## config.mk

```make
export PLATFORM = sky130hd
export DESIGN_NAME = fifo_wr_arbiter_flat
export DESIGN_NICKNAME = d
export VERILOG_FILES = /design/src/rtl/fifo_wr_arbiter_if.sv /design/src/rtl/fifo_wr_arbiter.sv /design/src/flat_wrapper.sv
export SDC_FILE = /design/constraint.sdc
export NUM_CORES = 1
export LEC_CHECK = 0
export BUFFER_PORTS_ARGS = -buffer_cell sky130_fd_sc_hd__buf_4
export CAP_MARGIN = 10
export CORE_MARGIN = 1.5
export CORE_UTILIZATION = 39
export CTS_CLUSTER_DIAMETER = 60
export DETAILED_ROUTE_END_ITERATION = 7
export GPL_TIMING_DRIVEN = 0
export PLACE_DENSITY_LB_ADDON = 0.15
export SETUP_SLACK_MARGIN = 0.15
export SYNTH_ARGS = -nofsm -noshare
export SYNTH_HDL_FRONTEND = slang
export SYNTH_SLANG_ARGS = --single-unit
```

## constraint.sdc

```tcl
create_clock -name clk -period 1.8 [get_ports clk]
set_clock_uncertainty 0.15 [all_clocks]
set_input_delay 0.18 -clock clk [delete_from_list [all_inputs] [get_ports clk]]
set_output_delay 0.18 -clock clk [all_outputs]
set_load 0.005 [all_outputs]
```

## src/rtl/fifo_wr_arbiter_if.sv

```systemverilog
// Bus bundle between the requesters, the write arbiter and the FIFO write port.
// The arbiter connects through the slave modport; the requester/FIFO side uses master.
interface fifo_wr_arbiter_if #(
    parameter int unsigned NREQ  = 4,
    parameter int unsigned WIDTH = 8,
    parameter int unsigned IDW   = 2
);
    logic [NREQ-1:0]       req_valid;
    logic [NREQ*WIDTH-1:0] req_data;
    logic [NREQ-1:0]       req_ready;
    logic                  fifo_full;
    logic                  fifo_half;
    logic                  fifo_overflow;
    logic                  fifo_wr_enb;
    logic [WIDTH-1:0]      fifo_wr_data;
    logic [IDW-1:0]        grant_id;
    logic                  busy;
    logic                  err_sticky;
    logic                  err_clr;

    modport master (
        output req_valid, req_data, fifo_full, fifo_half, fifo_overflow, err_clr,
        input  req_ready, fifo_wr_enb, fifo_wr_data, grant_id, busy, err_sticky
    );

    modport slave (
        input  req_valid, req_data, fifo_full, fifo_half, fifo_overflow, err_clr,
        output req_ready, fifo_wr_enb, fifo_wr_data, grant_id, busy, err_sticky
    );
endinterface

```

## src/rtl/fifo_wr_arbiter.sv

```systemverilog
// Round-robin burst arbiter sharing one FIFO write port among NREQ requesters.
// Optional macro FIFO_WR_ARB_HALF_THROTTLE_EN: favour requester 0 while the FIFO is half full.
module fifo_wr_arbiter #(
    parameter int unsigned NREQ      = 4,
    parameter int unsigned WIDTH     = 8,
    parameter int unsigned MAX_BURST = 4,
    parameter int unsigned IDW       = 2
) (
    input  logic           clk,
    input  logic           rstn,
    fifo_wr_arbiter_if.slave io_bus
);

    typedef enum logic [0:0] {StIdle, StBurst} state_e;

    state_e         r_state;
    logic [IDW-1:0] r_rr_ptr;
    logic [IDW-1:0] r_grant_id;
    logic [3:0]     r_beat_cnt;
    logic           r_err_sticky;

    logic [NREQ-1:0] w_elig;
    logic [IDW:0]    w_idx;
    logic            w_any;
    logic [IDW-1:0]  w_pick;
    logic            w_gnt_valid;
    logic            w_xfer;
    logic            w_last_beat;
    logic            w_throttle;
    logic [IDW:0]    w_ptr_inc;
    logic [IDW-1:0]  w_next_ptr;

    // Eligible set, then first eligible index scanning upward from r_rr_ptr with wrap.
    always_comb begin
        w_elig = io_bus.req_valid;
`ifdef FIFO_WR_ARB_HALF_THROTTLE_EN
        if (io_bus.fifo_half) begin
            w_elig = {{(NREQ-1){1'b0}}, io_bus.req_valid[0]};
        end
`endif
        w_any  = 1'b0;
        w_pick = '0;
        w_idx  = '0;
        for (int k = 0; k < NREQ; k++) begin
            w_idx = {1'b0, r_rr_ptr} + (IDW+1)'(k);
            if (w_idx >= (IDW+1)'(NREQ)) begin
                w_idx = w_idx - (IDW+1)'(NREQ);
            end
            if (!w_any && w_elig[w_idx[IDW-1:0]]) begin
                w_any  = 1'b1;
                w_pick = w_idx[IDW-1:0];
            end
        end
    end

    always_comb begin
        w_gnt_valid = io_bus.req_valid[r_grant_id];
        w_xfer      = (r_state == StBurst) && w_gnt_valid && !io_bus.fifo_full;
        w_last_beat = (r_beat_cnt == 4'(MAX_BURST - 1));
        w_ptr_inc   = {1'b0, r_grant_id} + 1'b1;
        w_next_ptr  = (w_ptr_inc >= (IDW+1)'(NREQ)) ? '0 : w_ptr_inc[IDW-1:0];
    end

`ifdef FIFO_WR_ARB_HALF_THROTTLE_EN
    assign w_throttle = io_bus.fifo_half && (r_grant_id != '0);
`else
    logic w_unused_half;
    assign w_unused_half = io_bus.fifo_half;
    assign w_throttle    = 1'b0;
`endif

    // Write port is combinational so the FIFO captures data on the handshake edge.
    always_comb begin
        io_bus.req_ready    = '0;
        io_bus.fifo_wr_enb  = 1'b0;
        io_bus.fifo_wr_data = '0;
        if (r_state == StBurst) begin
            io_bus.req_ready[r_grant_id] = !io_bus.fifo_full;
            io_bus.fifo_wr_enb           = w_xfer;
            if (w_xfer) begin
                io_bus.fifo_wr_data = io_bus.req_data[r_grant_id*WIDTH +: WIDTH];
            end
        end
        io_bus.busy       = (r_state == StBurst);
        io_bus.grant_id   = r_grant_id;
        io_bus.err_sticky = r_err_sticky;
    end

    always_ff @(posedge clk or negedge rstn) begin
        if (!rstn) begin
            r_state      <= StIdle;
            r_rr_ptr     <= '0;
            r_grant_id   <= '0;
            r_beat_cnt   <= '0;
            r_err_sticky <= 1'b0;
        end else begin
            // A set event beats a simultaneous clear.
            if (w_xfer && io_bus.fifo_overflow) begin
                r_err_sticky <= 1'b1;
            end else if (io_bus.err_clr) begin
                r_err_sticky <= 1'b0;
            end

            unique case (r_state)
                StIdle: begin
                    if (w_any) begin
                        r_grant_id <= w_pick;
                        r_beat_cnt <= '0;
                        r_state    <= StBurst;
                    end
                end
                StBurst: begin
                    if (!w_gnt_valid) begin
                        r_state  <= StIdle;
                        r_rr_ptr <= w_next_ptr;
                    end else if (w_xfer) begin
                        r_beat_cnt <= r_beat_cnt + 4'd1;
                        if (w_last_beat || w_throttle) begin
                            r_state  <= StIdle;
                            r_rr_ptr <= w_next_ptr;
                        end
                    end
                end
                default: r_state <= StIdle;
            endcase
        end
    end

endmodule

```

## src/flat_wrapper.sv

```systemverilog
// flat-port wrapper written by rule: the top's interface ports become plain ports
module fifo_wr_arbiter_flat 
#(
    parameter int unsigned NREQ      = 4,
    parameter int unsigned WIDTH     = 8,
    parameter int unsigned MAX_BURST = 4,
    parameter int unsigned IDW       = 2
)
  (clk, rstn, io_bus_req_valid, io_bus_req_data, io_bus_fifo_full, io_bus_fifo_half, io_bus_fifo_overflow, io_bus_err_clr, io_bus_req_ready, io_bus_fifo_wr_enb, io_bus_fifo_wr_data, io_bus_grant_id, io_bus_busy, io_bus_err_sticky);
  fifo_wr_arbiter_if #(.NREQ(NREQ), .WIDTH(WIDTH), .IDW(IDW)) io_bus_i ();
  input  logic clk;
  input  logic rstn;
  input wire logic [$bits(io_bus_i.req_valid)-1:0] io_bus_req_valid;
  input wire logic [$bits(io_bus_i.req_data)-1:0] io_bus_req_data;
  input wire logic [$bits(io_bus_i.fifo_full)-1:0] io_bus_fifo_full;
  input wire logic [$bits(io_bus_i.fifo_half)-1:0] io_bus_fifo_half;
  input wire logic [$bits(io_bus_i.fifo_overflow)-1:0] io_bus_fifo_overflow;
  input wire logic [$bits(io_bus_i.err_clr)-1:0] io_bus_err_clr;
  output wire logic [$bits(io_bus_i.req_ready)-1:0] io_bus_req_ready;
  output wire logic [$bits(io_bus_i.fifo_wr_enb)-1:0] io_bus_fifo_wr_enb;
  output wire logic [$bits(io_bus_i.fifo_wr_data)-1:0] io_bus_fifo_wr_data;
  output wire logic [$bits(io_bus_i.grant_id)-1:0] io_bus_grant_id;
  output wire logic [$bits(io_bus_i.busy)-1:0] io_bus_busy;
  output wire logic [$bits(io_bus_i.err_sticky)-1:0] io_bus_err_sticky;
  assign io_bus_i.req_valid = io_bus_req_valid;
  assign io_bus_i.req_data = io_bus_req_data;
  assign io_bus_i.fifo_full = io_bus_fifo_full;
  assign io_bus_i.fifo_half = io_bus_fifo_half;
  assign io_bus_i.fifo_overflow = io_bus_fifo_overflow;
  assign io_bus_i.err_clr = io_bus_err_clr;
  assign io_bus_req_ready = io_bus_i.req_ready;
  assign io_bus_fifo_wr_enb = io_bus_i.fifo_wr_enb;
  assign io_bus_fifo_wr_data = io_bus_i.fifo_wr_data;
  assign io_bus_grant_id = io_bus_i.grant_id;
  assign io_bus_busy = io_bus_i.busy;
  assign io_bus_err_sticky = io_bus_i.err_sticky;
  fifo_wr_arbiter #(.NREQ(NREQ), .WIDTH(WIDTH), .MAX_BURST(MAX_BURST), .IDW(IDW)) u_core (.clk(clk), .rstn(rstn), .io_bus(io_bus_i));
endmodule
```

# Word-level counts from Yosys, hierarchy flattened
# Cells that the tools add are included.
# Widths: inputs -> output; s select.
[classes]
n_addsub = 9
magnitude_cmp = 11
n_eq_ne = 6
shift = 1
mux = 43
bitwise = 2
n_reduce_logical = 15
[ops]
columns = ["operator", "n"]
rows = [
  ["$shiftx 32x6->8", 1],
  ["$mux 2", 12],
  ["$mux 1", 17],
  ["$mux 4", 4],
  ["$mux 8", 2],
  ["$lt 2x3->1 const B", 5],
  ["$ge 3x3->1 const B", 4],
  ["$bmux 1 s2", 5],
  ["$ne 2x2->1 const B", 4],
  ["$pmux 4 s2", 1],
  ["$sub 2x1->2 const B", 4],
  ["$logic_and 1x1->1", 7],
  ["$add 2x1->3 const B", 2],
  ["$add 2x2->3 const B", 2],
  ["$reduce_and 3->1", 2],
  ["$add 4x1->4 const B", 1],
  ["$and 4x4->4", 1],
  ["$eq 4x2->1 const B", 1],
  ["$logic_not 1->1", 4],
  ["$ge 2x3->1 const B", 1],
  ["$demux 1 s2", 1],
  ["$ge 2x1->1 const B", 1],
  ["$ne 2x1->1 const B", 1],
  ["$pmux 1 s2", 1],
  ["3 further kinds", 3],
]
[word_totals]
regBits = 10
inputBits = 42
wordCells = 92

# Longest topological paths before layout
# Gate-level depths: netlist (run 1).
[depth]
depth_word = 16
ltp_mapped = 6
depth_no_buf = 4

# Least setup slack after synthesis (run 1)
# Ideal clock, no wire load.
[synth_timing]
path_kind = "register -> register"
startpoint = "register u_core.r_grant_id[1] (netlist: u_core.io_bus.grant_id[1])"
endpoint = "register u_core.r_rr_ptr[0]"
setup_time_ps = 125
t_arrival_ps = 1553
t_required_ps = 1525
path_slack_ps = -28
stages_incl_launch_ff = 6
path_buffers = 1
synth_period_minus_slack_ps = 1828
cell_sequence = "dfrtp_1 > buf_6 > mux2_4 > mux2i_1 > o21a_1 > mux2_2"
[synth_between]
elab_chain_len = 6
word_cells_on_any_way = 13
[synth_lines]
columns = ["element", "line", "source"]
rows = [
  ["start: declaration", "fifo_wr_arbiter.sv:18", "logic [IDW-1:0] r_grant_id;"],
  ["start signal: assignment", "fifo_wr_arbiter.sv:107", "r_grant_id <= w_pick;"],
  ["$add 2x1->3 / $bmux 1 s2 (equally long branches)", "fifo_wr_arbiter.sv:60, fifo_wr_arbiter.sv:57", ""],
  ["$ge 3x3->1 / $mux 1 (equally long branches)", "fifo_wr_arbiter.sv:61, fifo_wr_arbiter.sv:57", ""],
  ["$mux 2 / $logic_and 1x1->1 (equally long branches)", "fifo_wr_arbiter.sv:61, fifo_wr_arbiter.sv:58", ""],
  ["$mux 2 / $logic_and 1x1->1 (equally long branches)", "fifo_wr_arbiter.sv:118, fifo_wr_arbiter.sv:58", ""],
  ["$mux 2 / $ne 2x2->1 (equally long branches)", "--", ""],
  ["$mux 2 / $reduce_and 3->1 (equally long branches)", "--", ""],
  ["end signal: assignment", "fifo_wr_arbiter.sv:115", "r_rr_ptr <= w_next_ptr;"],
  ["end signal: assignment", "fifo_wr_arbiter.sv:120", "r_rr_ptr <= w_next_ptr;"],
  ["end: declaration", "fifo_wr_arbiter.sv:17", "logic [IDW-1:0] r_rr_ptr;"],
]
# Parallel ways exist; a longest one is shown, timed or not. The select of a mux whose other input is x is not followed.
# A chain may end at the register's enable or synchronous reset.

# Worst setup path in the final report (run 1)
[layout_timing]
startpoint = "register u_core.r_grant_id[1] (netlist: u_core.io_bus.grant_id[1])"
endpoint = "output io_bus_fifo_wr_data[4]"
[layout_between]
elab_chain_len = 6
word_cells_on_any_way = 7
[layout_lines]
columns = ["element", "line", "source"]
rows = [
  ["branches (longest 4 deep; another with $shiftx 32x6->8)", "--", ""],
  ["$mux 8 *", "fifo_wr_arbiter.sv:80", "if (w_xfer) begin"],
  ["$mux 8 *", "fifo_wr_arbiter.sv:77", "if (r_state == StBurst) begin"],
  ["end: declaration", "flat_wrapper.sv:21", "output wire logic [$bits(io_bus_i.fifo_wr_data)-1:0] io_bus_fifo_wr_data;"],
]
# Every way passes the cells marked *. The select of a mux whose other input is x is not followed.

==> flow_summary.toml, run 1 <==
[clock_network]
cts_buffer_depth = 2
clk_latency_ps = 270
cts_sinks = 10
cts_tree = "yes"
cts_root_buffer = "clkbuf_4"
htree_levels = 1
clk_pin_slew_ps = 70
cts_buffers = 3

[finish]
final_cell_mix = "buf_4 (57), buf_6 (11), dfrtp_1 (9), mux4_1 (8), nand3_1 (8)"
nNetsFinal = 215
area_growth_pct = 71.91
num_antenna_cells = 0
num-fill-cells = 178
drive_gt1_frac = 0.5749
layout_commonest_cell = "buf_4"

[worst_setup_path]
r2r_end = "u_core.r_rr_ptr[0]"
cpMostUsedCell = "buf_6"
arrival_ps = 1750
path_class = "reg -> out"
ff2ff_path_depth = 7
path_max_fanout = 5
worstSetupStartpointType = "flop"
worstSetupEndpointType = "output pin"
r2r_slack_ps = -220
slowest_delay_ps = 420
worstPathCellList = "buf_6 -> mux2_4 -> mux2i_4 -> nand2b_4 -> buf_6 -> nor2b_2 -> buf_4"
rr_startpoint = "u_core.io_bus.grant_id[1]"
slowest_stage = "dfrtp_1"
cp.required_ps = 1470

[sta]
tns_ps = -2875
worst_slew_pin_slew_ps = 458.2
slew_violations = 0
grt_setup_unrepaired = "true"
hold_viol_final = 0
fin_crit_ps = 2078
fin_crit_sh = 1.155
max_freq_mhz = 481.2
finalHoldWorstSlack_ps = 20.25
setup_violations = 15
setup_slack_ps = -278.1
maxSlewHeadroom = 0.6917

[routing]
ant_nets = 0
wirelength_mm = 2.969
vias_per_cell = 5.228
wl_per_cell_um = 15.07
route.detailed.drc = 0
drt_iter0_drc = 18
firstDrtPassIters = 4
num_vias = 1030

[floorplanning]
core_area_um2 = 2432
die_h_um = 53.47
start_util = 0.4084
die_x_um = 53.47
io_pins = 59
rows = 18
dieArea_um2 = 2859

[yosys]
yosysWarnings = 0
async_flop_share = 1.000
ys_types = 32
syn_area_per_cell_um2 = 10.35
synth_ff_type = "dfrtp_1"
synth-seq-cells = 10
syn_nets = 143
synth_area_um2 = 993.5
yosysSeqAreaShare = 0.2519
syn_inst = 96
synth-edff-count = 0

[global_routing]
antenna_found_initial = 0
grt_usage = 0.2076
grt_pass1_wl_mm = 4.243
overflow = 0
grt_pass1_vias = 943
grt_max_degree = 11

[placed_design]
hpwl_mm = 2.071
port_buffers = 57
gp_congestion = 0.8203
post-place-ws_ps = -167.8

[worst_hold_path]
holdPathEnd = "u_core.io_bus.err_sticky"
hp-start = "io_bus_fifo_overflow"
min_path_type = "in -> reg"
min_path_cells = 3

[pwr]
power.ir.vdd_worst_uv = 1031
powerDensity_nw_per_um2 = 1205
leakagePower_nw = 0.8565

[outcome]
outcome = "finished with violations"
violations = "setup timing"

[job]
max_cap_viol_count = 0
==> Yosys cell counts, types with 2 or more instances <==
master / count / area (µm²)
a21oi_1: 2 / 10.01
and2_1: 5 / 31.28
buf_2: 2 / 10.01
dfrtp_1: 10 / 250.2
ha_1: 5 / 62.56
inv_1: 7 / 26.28
mux2_2: 3 / 33.78
mux2i_1: 2 / 20.02
mux4_1: 8 / 210.2
nand2_1: 4 / 15.01
nand3_1: 8 / 40.04
nor2_1: 4 / 15.01
nor2b_1: 13 / 81.33
o21ai_0: 4 / 20.02
o22ai_1: 2 / 12.51
==> where the power goes <==
part | switching [mW] | total, mW | internal (mW)
sequential | 0.120 | 0.444 | 0.324
combinational | 0.549 | 1.41 | 0.860
clock | 0.0829 | 0.206 | 0.123
==> worst max-delay path, delay by kind of cell, from the launching register on <==
family / cells / cell delay (ps)
mux: 2 / 450
flops: 1 / 420
buf+inv: 3 / 400
simple gates: 2 / 200
==> through the flow <==
| stage | util | cells | instance area (µm²) | power, mW |
|---|---|---|---|---|
| after global routing | 0.7022 | 197 | 1708 | 2.199 |
| after global placement | 0.6106 | 183 | 1485 | 1.515 |
| after CTS | 0.6842 | 195 | 1664 | 1.971 |
| after floorplan | - | 96 | 1020 | 1.174 |
| final | 0.7022 | 197 | 1708 | 2.059 |
| after detailed placement | 0.6106 | 183 | 1485 | 1.545 |
==> area by class of cell <==
type                            instances  area, µm²  area share
Inverter                                7      26.28     0.01538
Tap cell                               30      37.54     0.02198
Multi-Input combinational cell         75      779.5      0.4564
Timing Repair Buffer                   67      538.0      0.3150
Sequential cell                        10      251.5      0.1473
Clock buffer                            4      36.28     0.02125
Buffer                                  4      38.79     0.02271
==> sequential cells by signal, summed over array words and instances, names as in the netlist <==
signal	flops
u_core.io_bus.grant_id	2
u_core.io_bus.err_sticky	1
u_core.r_beat_cnt	4
u_core.r_rr_ptr	2
u_core.io_bus.busy	1
==> layer usage <==
layer / track usage / vias to the layer above / wire length, µm
li1: - / 499 / -
met1: 0.2263 / 475 / 1145
met2: 0.3724 / 50 / 1459
met3: 0.05932 / 6 / 325
met4: 0.08120 / 0 / 38
met5: 0 / - / 0
==> cells by family after synthesis <==
group / synth area share
DFF: 0.2519
AOI/OAI and AO/OA: 0.1108
muxes: 0.2808
and+or+nand+nor: 0.2292
adders and majority gates: 0.06297
buffers and inverters: 0.05542
xor gates and xnor gates: 0.008818
==> repair_timing <==
item | CTS | global route
buffers inserted | 5 | 2
pin swaps | 3 | 3
setup endpoints to repair | 18 | 21
resized for setup | 19 | 7
hold endpoints to repair | 11 | 0
gates cloned | 1 | 0
hold buffers | 2 | 0
==> worst max-delay path by stage <==
stage,start,endpoint,cells past startpoint
after floorplan,u_core.io_bus.grant_id[1],u_core.r_rr_ptr[0],5
after global routing,u_core.io_bus.grant_id[1],io_bus_fifo_wr_data[1],7
after CTS,u_core.io_bus.grant_id[1],io_bus_fifo_wr_data[0],7
after detailed placement,u_core.io_bus.grant_id[1],io_bus_fifo_wr_data[4],7
final,u_core.io_bus.grant_id[1],io_bus_fifo_wr_data[4],7
after global placement,u_core.io_bus.grant_id[1],io_bus_fifo_wr_data[7],7
(Power assumes the default switching activity.)
==> run 2: changes to the inputs <==
- CORE_UTILIZATION: 39 -> 40
- CTS_BUF_LIST: unset -> sky130_fd_sc_hd__clkbuf_8
==> run 2 against run 1 <==
Against the previous run: the run still ends with setup timing left; setup slack gained 69 ps; first-iteration DRC count shrank 33%; core utilization grew 3.6 points; sequential power shrank 2%; global-route usage shrank 0.48 points; critical endpoint is now io_bus_fifo_wr_data[5].
==> flow_summary.toml, run 2 (synthesis results as in run 1) <==
[outcome]
outcome = "finished with violations"
violations = "setup timing"

[pwr]
power.ir.vdd_worst_uv = 927.9
powerDensity_nw_per_um2 = 1227
leakagePower_nw = 0.8358

[finish]
fin_util = 0.7378
final_cell_mix = "buf_4 (61), dfrtp_1 (9), mux4_1 (8), nor2b_2 (7), nand3_1 (7)"
multi_input_area_um2 = 752.0
layout_commonest_cell = "buf_4"
drive_gt1_frac = 0.5723
num-fill-cells = 175
seqCellArea_um2 = 251.5
nNetsFinal = 215
top_register = "u_core.r_beat_cnt"
largest_reg_flops = 4
area_growth_pct = 69.02
num_antenna_cells = 0

[clock_network]
cts_buffers = 3
htree_levels = 1
cts_tree = "yes"
clk_latency_ps = 230
clk_pin_slew_ps = 50
cts_buffer_depth = 2
cts_root_buffer = "clkbuf_8"
cts_sinks = 10

[floorplanning]
die_h_um = 52.84
dieArea_um2 = 2792
start_util = 0.4365
core_area_um2 = 2276
io_pins = 59
rows = 17
die_x_um = 52.84

[worst_setup_path]
cp.required_ps = 1470
worstSetupStartpointType = "flop"
worstSetupEndpointType = "output pin"
arrival_ps = 1680
path_max_fanout = 5
path_class = "reg -> out"

[job]
max_cap_viol_count = 0

[sta]
tns_ps = -2088
grt_setup_unrepaired = "true"
fin_crit_sh = 1.116
slew_violations = 0
setup_violations = 11
worst_slew_pin_slew_ps = 381.2
max_freq_mhz = 497.7
maxSlewHeadroom = 0.7423
hold_viol_final = 0
fin_crit_ps = 2009
setup_slack_ps = -209.3

[routing]
num_vias = 1028
wirelength_mm = 2.853
drt_iter0_drc = 12
firstDrtPassIters = 4
vias_per_cell = 5.299
wl_per_cell_um = 14.71
ant_nets = 0
route.detailed.drc = 0

[placed_design]
hpwl_mm = 2.138
port_buffers = 57
gp_congestion = 0.7557
post-place-ws_ps = -173.6

[global_routing]
antenna_found_initial = 0
grt_pass1_wl_mm = 4.202
overflow = 0
grt_usage = 0.2028
grt_pass1_vias = 963
busiest_layer = "met2"
grt_max_degree = 11
grtUsageMet2 = 0.3833
met1_usage = 0.2374
use_met3 = 0.04286

[worst_hold_path]
min_path_type = "in -> reg"
==> run 2: cell types whose count changed in the layout (fill, tap and decap cells not counted), moves of 3 or more <==
cell,change
clkbuf_4,-3
nor2b_4,-3
nor2b_2,+3
buf_6,-5
buf_4,+4
==> run 2: metrics by stage <==
stage                     cell area (µm²)  hold WS, ps  power (mW)  cells
after global routing                 1679        4.608       2.206    194
after detailed placement             1483       -131.2       1.553    181
after floorplan                      1020       -265.6       1.174     96
after CTS                            1624        9.628       1.958    191
final                                1679        12.19       2.060    194
after global placement               1483       -132.1       1.505    181
==> run 2: worst paths after layout <==
path                                            from                   endpoint  slack [ps]  cells past startpoint
min in group asynchronous                       rstn       u_core.r_beat_cnt[1]         170                      2
max in group asynchronous                       rstn  u_core.io_bus.grant_id[0]        1180                      2
max reg2reg                u_core.io_bus.grant_id[1]         u_core.r_rr_ptr[1]        -160                      7
min                                   io_bus_err_clr   u_core.io_bus.err_sticky          10                      2
max                        u_core.io_bus.grant_id[1]     io_bus_fifo_wr_data[5]        -210                      7
min reg2reg                 u_core.io_bus.err_sticky   u_core.io_bus.err_sticky         400                      2
==> run 2: timing repair <==
item,CTS,global route
endpoints found under the hold margin,10,0
pin swaps,3,1
setup buffers,5,3
gates cloned,1,0
setup endpoints to repair,18,19
hold buffers,1,0
gates resized for setup,12,9
==> run 2: layer usage <==
layer | share of wire | vias to the layer above
met4 | 0 | 0
met3 | 0.087 | 0
met1 | 0.41 | 488
met2 | 0.50 | 41
li1 | - | 499
met5 | 0 | -
==> run 2: report_power, final <==
part           switching [mW]  internal [mW]  leakage (nW)
combinational           0.555          0.847         0.689
clock                  0.0781          0.146        0.0216
sequential              0.109          0.325         0.125
==> run 2: area by class of cell <==
cell class / count / area share
timing repair buffer: 67 / 0.3145
clock buffer: 3 / 0.02459
tap: 28 / 0.02086
buffer: 4 / 0.02534
sequential: 10 / 0.1498
multi-input combinational: 75 / 0.4478
inverter: 7 / 0.01714
==> run 2: worst max-delay path, cell delays in order (launching register included) <==
cell and delay (ps):
dfrtp_1 390, buf_6 130, mux2_4 310, mux2i_4 150
nand2b_4 160, buf_6 140, nor2b_2 40, buf_4 120
